**src/rtl/ixc_mev_clk_hold_ctrl.sv**
```systemverilog
// Initiator side of the mevClk hold/active/busy handshake: freezes N event-clock
// generators plus the global clock hold, acks once enabled generators are quiet.
module ixc_mev_clk_hold_ctrl #(
  parameter int N_CLK       = 4,
  parameter int QUIET_CYC   = 2,
  parameter int TIMEOUT     = 256,
  parameter int RELEASE_CYC = 2
) (
  input  logic             fclk,
  input  logic             rst,
  input  logic             hold_req,
  input  logic [N_CLK-1:0] clk_en,
  input  logic [N_CLK-1:0] active,
  input  logic [N_CLK-1:0] busy,
  input  logic             to_clr,
  output logic [N_CLK-1:0] hold,
  output logic             b_clk_hold,
  output logic             hold_ack,
  output logic             timeout,
  output logic [1:0]       state_o
);

  localparam int QW = $clog2(QUIET_CYC + 1);
  localparam int TW = (TIMEOUT > 0) ? $clog2(TIMEOUT + 1) : 1;
  localparam int RW = $clog2(RELEASE_CYC + 1);

  localparam logic [QW-1:0] Q_LAST = QW'(QUIET_CYC - 1);
  localparam logic [QW-1:0] Q_MAX  = QW'(QUIET_CYC);
  localparam logic [TW-1:0] T_LAST = TW'(TIMEOUT - 1);
  localparam logic [TW-1:0] T_MAX  = {TW{1'b1}};
  localparam logic [RW-1:0] R_LAST = RW'(RELEASE_CYC - 1);

  typedef enum logic [1:0] {
    ST_RUN     = 2'b00,
    ST_DRAIN   = 2'b01,
    ST_HOLD    = 2'b10,
    ST_RELEASE = 2'b11
  } state_t;

  state_t           state, state_d;
  logic [N_CLK-1:0] hold_d;
  logic             b_clk_hold_d, hold_ack_d, timeout_d;
  logic [QW-1:0]    quiet_cnt, quiet_cnt_d;
  logic [TW-1:0]    to_cnt, to_cnt_d;
  logic [RW-1:0]    rel_cnt, rel_cnt_d;
  logic             quiet;

  // Disabled generators never block the quiet check.
  assign quiet   = ~|((active | busy) & clk_en);
  assign state_o = state;

  // NOTE: combinational next-state logic uses blocking '=' with every target
  // defaulted first so no latch is inferred; the register process uses '<='.
  always_comb begin
    state_d      = state;
    hold_d       = hold;
    b_clk_hold_d = b_clk_hold;
    hold_ack_d   = hold_ack;
    timeout_d    = timeout & ~to_clr;
    quiet_cnt_d  = quiet_cnt;
    to_cnt_d     = to_cnt;
    rel_cnt_d    = rel_cnt;

    case (state)
      ST_RUN: begin
        if (hold_req) begin
          state_d      = ST_DRAIN;
          hold_d       = clk_en;
          b_clk_hold_d = 1'b1;
          quiet_cnt_d  = '0;
          to_cnt_d     = '0;
        end
      end

      ST_DRAIN: begin
        hold_d = clk_en;
        if (!hold_req) begin
          state_d    = ST_RELEASE;
          hold_d     = '0;
          hold_ack_d = 1'b0;
          rel_cnt_d  = '0;
        end else if (quiet && quiet_cnt == Q_LAST) begin
          state_d    = ST_HOLD;
          hold_ack_d = 1'b1;
        end else if ((TIMEOUT != 0) && to_cnt == T_LAST) begin
          // Forced ack; the flag set overrides a coincident to_clr.
          state_d    = ST_HOLD;
          hold_ack_d = 1'b1;
          timeout_d  = 1'b1;
        end else begin
          quiet_cnt_d = !quiet ? '0 :
                        (quiet_cnt == Q_MAX) ? quiet_cnt : quiet_cnt + QW'(1);
          to_cnt_d    = (to_cnt == T_MAX) ? to_cnt : to_cnt + TW'(1);
        end
      end

      ST_HOLD: begin
        hold_d     = clk_en;
        hold_ack_d = 1'b1;
        if (!hold_req) begin
          state_d    = ST_RELEASE;
          hold_d     = '0;
          hold_ack_d = 1'b0;
          rel_cnt_d  = '0;
        end
      end

      ST_RELEASE: begin
        // Global hold outlives the per-clock holds; hold_req is not looked at here.
        if (rel_cnt == R_LAST) begin
          state_d      = ST_RUN;
          b_clk_hold_d = 1'b0;
        end else begin
          rel_cnt_d = rel_cnt + RW'(1);
        end
      end
    endcase
  end

  always_ff @(posedge fclk) begin
    if (rst) begin
      state      <= ST_RUN;
      hold       <= '0;
      b_clk_hold <= 1'b0;
      hold_ack   <= 1'b0;
      timeout    <= 1'b0;
      quiet_cnt  <= '0;
      to_cnt     <= '0;
      rel_cnt    <= '0;
    end else begin
      state      <= state_d;
      hold       <= hold_d;
      b_clk_hold <= b_clk_hold_d;
      hold_ack   <= hold_ack_d;
      timeout    <= timeout_d;
      quiet_cnt  <= quiet_cnt_d;
      to_cnt     <= to_cnt_d;
      rel_cnt    <= rel_cnt_d;
    end
  end

endmodule
```
**config.mk**
```make
export PLATFORM = sky130hd
export DESIGN_NAME = ixc_mev_clk_hold_ctrl
export DESIGN_NICKNAME = d
export VERILOG_FILES = /design/src/rtl/ixc_mev_clk_hold_ctrl.sv
export SDC_FILE = /design/constraint.sdc
export NUM_CORES = 1
export LEC_CHECK = 0
export BUFFER_PORTS_ARGS = -buffer_cell sky130_fd_sc_hd__buf_2
export CORE_MARGIN = 2
export CORE_UTILIZATION = 40
export CTS_CLUSTER_SIZE = 40
export DETAILED_ROUTE_END_ITERATION = 16
export GPL_ROUTABILITY_DRIVEN = 0
export SYNTH_ARGS = -nofsm -noshare
export SYNTH_HDL_FRONTEND = slang
export SYNTH_SLANG_ARGS = --single-unit
```
**constraint.sdc**
```tcl
create_clock -name fclk -period 4.05 [get_ports fclk]
set_input_delay 0.6075 -clock fclk [delete_from_list [all_inputs] [get_ports fclk]]
set_output_delay 0.6075 -clock fclk [all_outputs]
set_load 0.01 [all_outputs]
```
== After elaboration in Yosys (flattened, before gate mapping) ==
Index checks and enable logic that the tools add are counted.

* Multiplexer cells: 38
* $add $sub $neg: 3
* Reductions and logical operators: 17
* Bitwise operators: 4
* Equality and inequality tests: 19

{| class="wikitable"
|+ Operator list
! kind !! number
|-
| 9-bit 2-to-1 mux || 5
|-
| 2-bit 2-to-1 mux || 14
|-
| 2-bit != test, second input constant || 9
|-
| 9-bit one-hot mux with 2 select lines || 1
|-
| 6-bit AND reduction || 2
|-
| 1-bit 2-to-1 mux || 10
|-
| 2-bit nonzero test || 5
|-
| 9-bit by 1-bit adder with 9-bit output, second input constant || 1
|-
| 9-bit by 8-bit == test with 1-bit output, second input constant || 1
|-
| 9-bit == test, second input constant || 1
|-
| 4-bit 2-to-1 mux || 2
|-
| 2-bit one-hot mux with 2 select lines || 2
|-
| 2-bit one-hot mux with 4 select lines || 1
|-
| 4-bit one-hot mux with 2 select lines || 1
|-
| 2-bit by 1-bit == test with 1-bit output, second input constant || 3
|-
| 2-bit == test, second input constant || 3
|-
| 3-bit AND reduction || 2
|-
| 2-bit by 1-bit adder with 2-bit output, second input constant || 2
|-
| 4-bit bitwise AND || 1
|-
| 4-bit != test, second input constant || 1
|-
| 4-bit OR || 1
|-
| 1-bit one-hot mux with 2 select lines || 2
|-
| 2-bit AND reduction || 2
|-
| 4-bit AND reduction || 1
|-
| other kinds (8) || 8
|}

* Output and inout port bits: 9
* Register bits after elaboration: 22

== Logic depth before layout (Yosys ltp) ==
* Depth in word-level cells: 8
* Depth in mapped cells: 8
* Depth with buffers taken out: 8

== Worst setup path after synthesis ==
Ideal clock, no wire load.

* Path type: input port to flip-flop
* Start: input busy[0]
* End: register state[1] (netlist: state_o[1])
* Arrival time: 1.639 ns
* Library setup time: 0.115 ns
* Path slack: 2.296 ns
* Required time: 3.935 ns
* Stages on the path: 6
* Path through: o21ai_1 > and4_4 > buf_6 > a211o_1 > and3_1 > o21ba_1

* Word-level cells in the longest chain between the ends: 8
* Elaborated cells between the ends (all ways): 10
* Those cells by class: eq/ne: 1; mux: 3; bitwise: 2; reduce/logical: 4

{| class="wikitable"
|+ RTL lines
! what !! RTL line !! text
|-
| start: declaration || 14 || <nowiki>input logic [N_CLK-1:0] busy,</nowiki>
|-
| 4-bit OR (*) || 49 || <nowiki>assign quiet = ~|((active | busy) & clk_en);</nowiki>
|-
| 4-bit bitwise AND (*) || 49 ||
|-
| 4-bit OR reduction (*) || 49 ||
|-
| 1-bit logical NOT (*) || 49 ||
|-
| 1-bit logical AND (*) || 82 || <nowiki>end else if (quiet && quiet_cnt == Q_LAST) begin</nowiki>
|-
| 2-bit 2-to-1 mux || 82 ||
|-
| 2-bit 2-to-1 mux || 77 || <nowiki>if (!hold_req) begin</nowiki>
|-
| 2-bit one-hot mux with 4 select lines || 64 || <nowiki>case (state)</nowiki>
|-
| end signal: assignment || 131 || <nowiki>state <= state_d;</nowiki>
|-
| end: declaration || 40 || <nowiki>state_t state, state_d;</nowiki>
|}

Every way passes the cells marked *; elsewhere a longest branch is shown, timed or not.
A chain may end at the register's enable or synchronous reset.

== Worst setup path in the final report ==
* Start: register state[1] (netlist: state_o[1])
* End: register quiet_cnt[0]

* Word-level cells in the longest chain between the ends: 3
* Elaborated cells between the ends (all ways): 10
* Those cells by class: eq/ne: 6; mux: 1; reduce/logical: 3

{| class="wikitable"
|+ RTL lines
! what !! RTL line !! text
|-
| 2-bit by 1-bit == test with 1-bit output / 2-bit logical NOT (equally long branches) || 64 ||
|-
| 3-bit != test (no line), or another cell as far along || n/a ||
|-
| 6-bit AND reduction (no line) || n/a ||
|-
| end signal: assignment || 136 || <nowiki>quiet_cnt <= quiet_cnt_d;</nowiki>
|-
| end: declaration || 43 || <nowiki>logic [QW-1:0] quiet_cnt, quiet_cnt_d;</nowiki>
|}

Parallel ways exist; a longest one is shown, timed or not.

==> results.md <==
- Sink Count: 22
- Yosys reg bits: 22
- Largest net degree at the start of global routing: 25
- Critical Path AT: around 2.3 ns
- Syn Area/Cell: just over 8 sq um
- Die H: just over 60 um
- FP Rows: 20
- Final Setup Violations: 0
- Peak VDD IR: approximately 0.00031 V
- Worst setup path class: flip-flop to flip-flop
- Synth Instances: 160
- Via count: ~1200
- Clk_lat worst skew: between 0.3 and 0.4 ns
- Least-Margin Pin Slew: approximately 0.51 ns
- Total CTS buffers: 3
- Routed len/inst: between 10 and 15 um
- WP data required: around 4.3 ns
- Slew HR: around two thirds
- Vias in the first global route: around 1200
- Post-route DRC violation count: 0
- Max Slew Vio Count: 0
- Synth top area cells: dfxtp_1 (34%), ha_1 (9.6%), nor2_1 (6.1%), a21oi_1 (5.8%), nand2_1 (4.6%)
- Starting Density: about 42%
- Setup_tns: 0 ns
- Largest family of logic cells by synthesized area: compound AO/OA/AOI/OAI gates
- Max Clk Rate: around 490 MHz
- Post-synthesis simple-gate area fraction: about 22%
- Fin Clk Skew: 0.00452 ns
- ANT cells: 0
- Yosys cell types: 39
- First-pass GRT wire length: between 4 and 5 mm
- Fin crit share: between 50% and 60%
- GRT Residual Overflow: 0
- DP Wirelength: about 2.2 mm
- CP endpoint kind: flip-flop
- Run status: completed
- Share of layout cells above drive strength 1: between 15 and 20%
- Startpoint types: flip-flop
- PortBufs: 24
- Register area share after synthesis: roughly 34%
- Max Buffers Root-to-Sink: 2
- H-Tree Depth: 1
- CTS clk-pin slew, worst paths: 0.13 ns
- Minimum clock period: 2.06 ns
- Post_cts resized: 0
- Starting DRT DRC Count: 51
- Die ar.: around 3700 sq um
- Io pins: 25
- Max-cap violations: 0
- Root buf cell: clkbuf_4
- Pre-antenna DRT Iters: 4
- GRT Total Usage: approximately 18%
- DR vias/cell: roughly 5.4
- RSZ-0062 raised after global routing: no
- Synth warn: 0
- Cell accounting for the most synthesized area: dfxtp_1
- Overall die width: 61.1 um
- Mux contribution to synthesized area: roughly 2.3%
- CTS tree: yes
- Antenna Nets Post-Route: 0
- Adder-Cell Fraction of Synth Area: ~9.6%
- Final net count: 210
- Lkg Pwr: about 0.59 nW
- Hold-fix buffers, CTS: 0
- Post-Syn Area: ~1300 sq um
- Post-Syn Nets: 186
- Final hold violation count: 0
- Compound-cell area share of the yosys netlist: 27.2%
- Post-CTS setup buffer count: 0
- Area grow syn2layout: 14.1%
- PD cells: approximately 470 nW/um^2
- Top cell type's share of synthesized area: roughly a third
- CORE AREA: roughly 3100 sq um
- Critical Path Fanout Max: 16
- Worst Hold Class: flip-flop to flip-flop
- XOR/XNOR Fraction of Synth Area: 0%
- Total Wirelength: 2.80 mm
- Final WS setup: about 2 ns
- Initial antenna violation count: 0
- Final Core Density: roughly half
- DP Worst Slack: about 2 ns
[worst max-delay path, cell delays in order (launching register included)]
cell and delay [ns]:
dfxtp_1 0.38, inv_1 0.11, ha_1 0.48, o21ai_1 0.24
a21oi_1 0.21, nand4_1 0.13, or3_1 0.35, o31ai_1 0.07
[area by class of cell]
cell class / count / area, sq um
Multi-Input combinational cell: 123 / 797
Inverter: 10 / 37.5
Sequential cell: 22 / 440
Clock buffer: 4 / 36.3
Fill cell: 310 / 1590
Timing Repair Buffer: 24 / 120
Tap cell: 44 / 55.1
[routing by layer]
| layer | global-route usage [%] | part of all wire [%] | routed length, um | vias to the layer above |
|---|---|---|---|---|
| met5 | 0 | 0 | 0 | - |
| met4 | 6.52 | 1.6 | 46 | 0 |
| met3 | 3.15 | 3.8 | 106 | 5 |
| met2 | 29.5 | 48 | 1340 | 28 |
| met1 | 23.3 | 47 | 1310 | 558 |
| li1 | - | - | - | 628 |
[worst paths after layout]
| check | startpoint | to | slack, ns | cells after the start |
|---|---|---|---|---|
| setup / recovery | state_o[1] | quiet_cnt[0] | 1.99 | 7 |
| hold reg to reg | to_cnt[5] | to_cnt[5] | 0.51 | 2 |
| hold / removal | to_cnt[5] | to_cnt[5] | 0.51 | 2 |
| setup reg to reg | state_o[1] | quiet_cnt[0] | 1.99 | 7 |
[synthesized netlist by cell type]
library cell and n:
o311ai_1 2, a22oi_1 4, o21ba_1 1, mux2i_1 3
a21oi_1 15, nor2_1 21, o31ai_1 2, nor3b_1 1
a211oi_1 2, nand2_1 16, o211ai_1 5, ha_1 10
a211o_1 1, nand3_1 3, nand3b_1 1, a31o_1 1
or3_1 4, buf_6 1, and4_4 1, a32o_1 1
o41ai_1 2, nor2b_1 3, a2111oi_4 1, o21a_1 1
dfxtp_1 22, nand4_1 4, a21o_1 2, a21boi_1 1
and2_1 2, a31oi_1 2, buf_2 1, a21oi_2 1
inv_2 1, clkbuf_1 3, nand4b_1 1, and3_1 2
o21ai_1 6, nor3_1 1, inv_1 9
[state kept, by name, indices dropped and copies added (netlist names)]
name	flops
state_o	2
b_clk_hold	1
timeout	1
hold	4
to_cnt	9
rel_cnt	2
hold_ack	1
quiet_cnt	2
[power breakdown]
part           switching, W  internal, W
Clock             0.0000703    0.0000550
Sequential        0.0000226     0.000245
Combinational      0.000186     0.000115
Total              0.000279     0.000415
[cell families after synthesis]
group | count (synthesis)
simple gates | 60
flops | 22
buf+inv | 15
mux | 3
compound gates | 50
fa+ha+maj | 10
[through the flow]
step	total power, W	std cells	hold WS [ns]	area, sq um
6_report	0.000693	227	0.508	1490
5_1_grt	0.000746	227	0.542	1490
4_1_cts	0.000697	227	0.511	1490
3_5_place_dp	0.000573	223	0.492	1450
3_3_place_gp	0.000569	223	0.464	1450
2_1_floorplan	0.000495	160	0.454	1300
[cells in the final DEF (no fill, tap or decap), drive strengths merged, types with 2 or more instances in the layout]
| cell | n |
|---|---|
| a211oi | 2 |
| a21o | 2 |
| a21oi | 16 |
| a22oi | 4 |
| a31oi | 2 |
| and2 | 2 |
| and3 | 2 |
| buf | 24 |
| clkbuf | 4 |
| dfxtp | 22 |
| ha | 10 |
| inv | 10 |
| mux2i | 3 |
| nand2 | 16 |
| nand3 | 3 |
| nand4 | 4 |
| nor2 | 21 |
| nor2b | 3 |
| o211ai | 5 |
| o21ai | 6 |
| o311ai | 2 |
| o31ai | 2 |
| o41ai | 2 |
| or3 | 4 |
(Power assumes the default switching activity.)
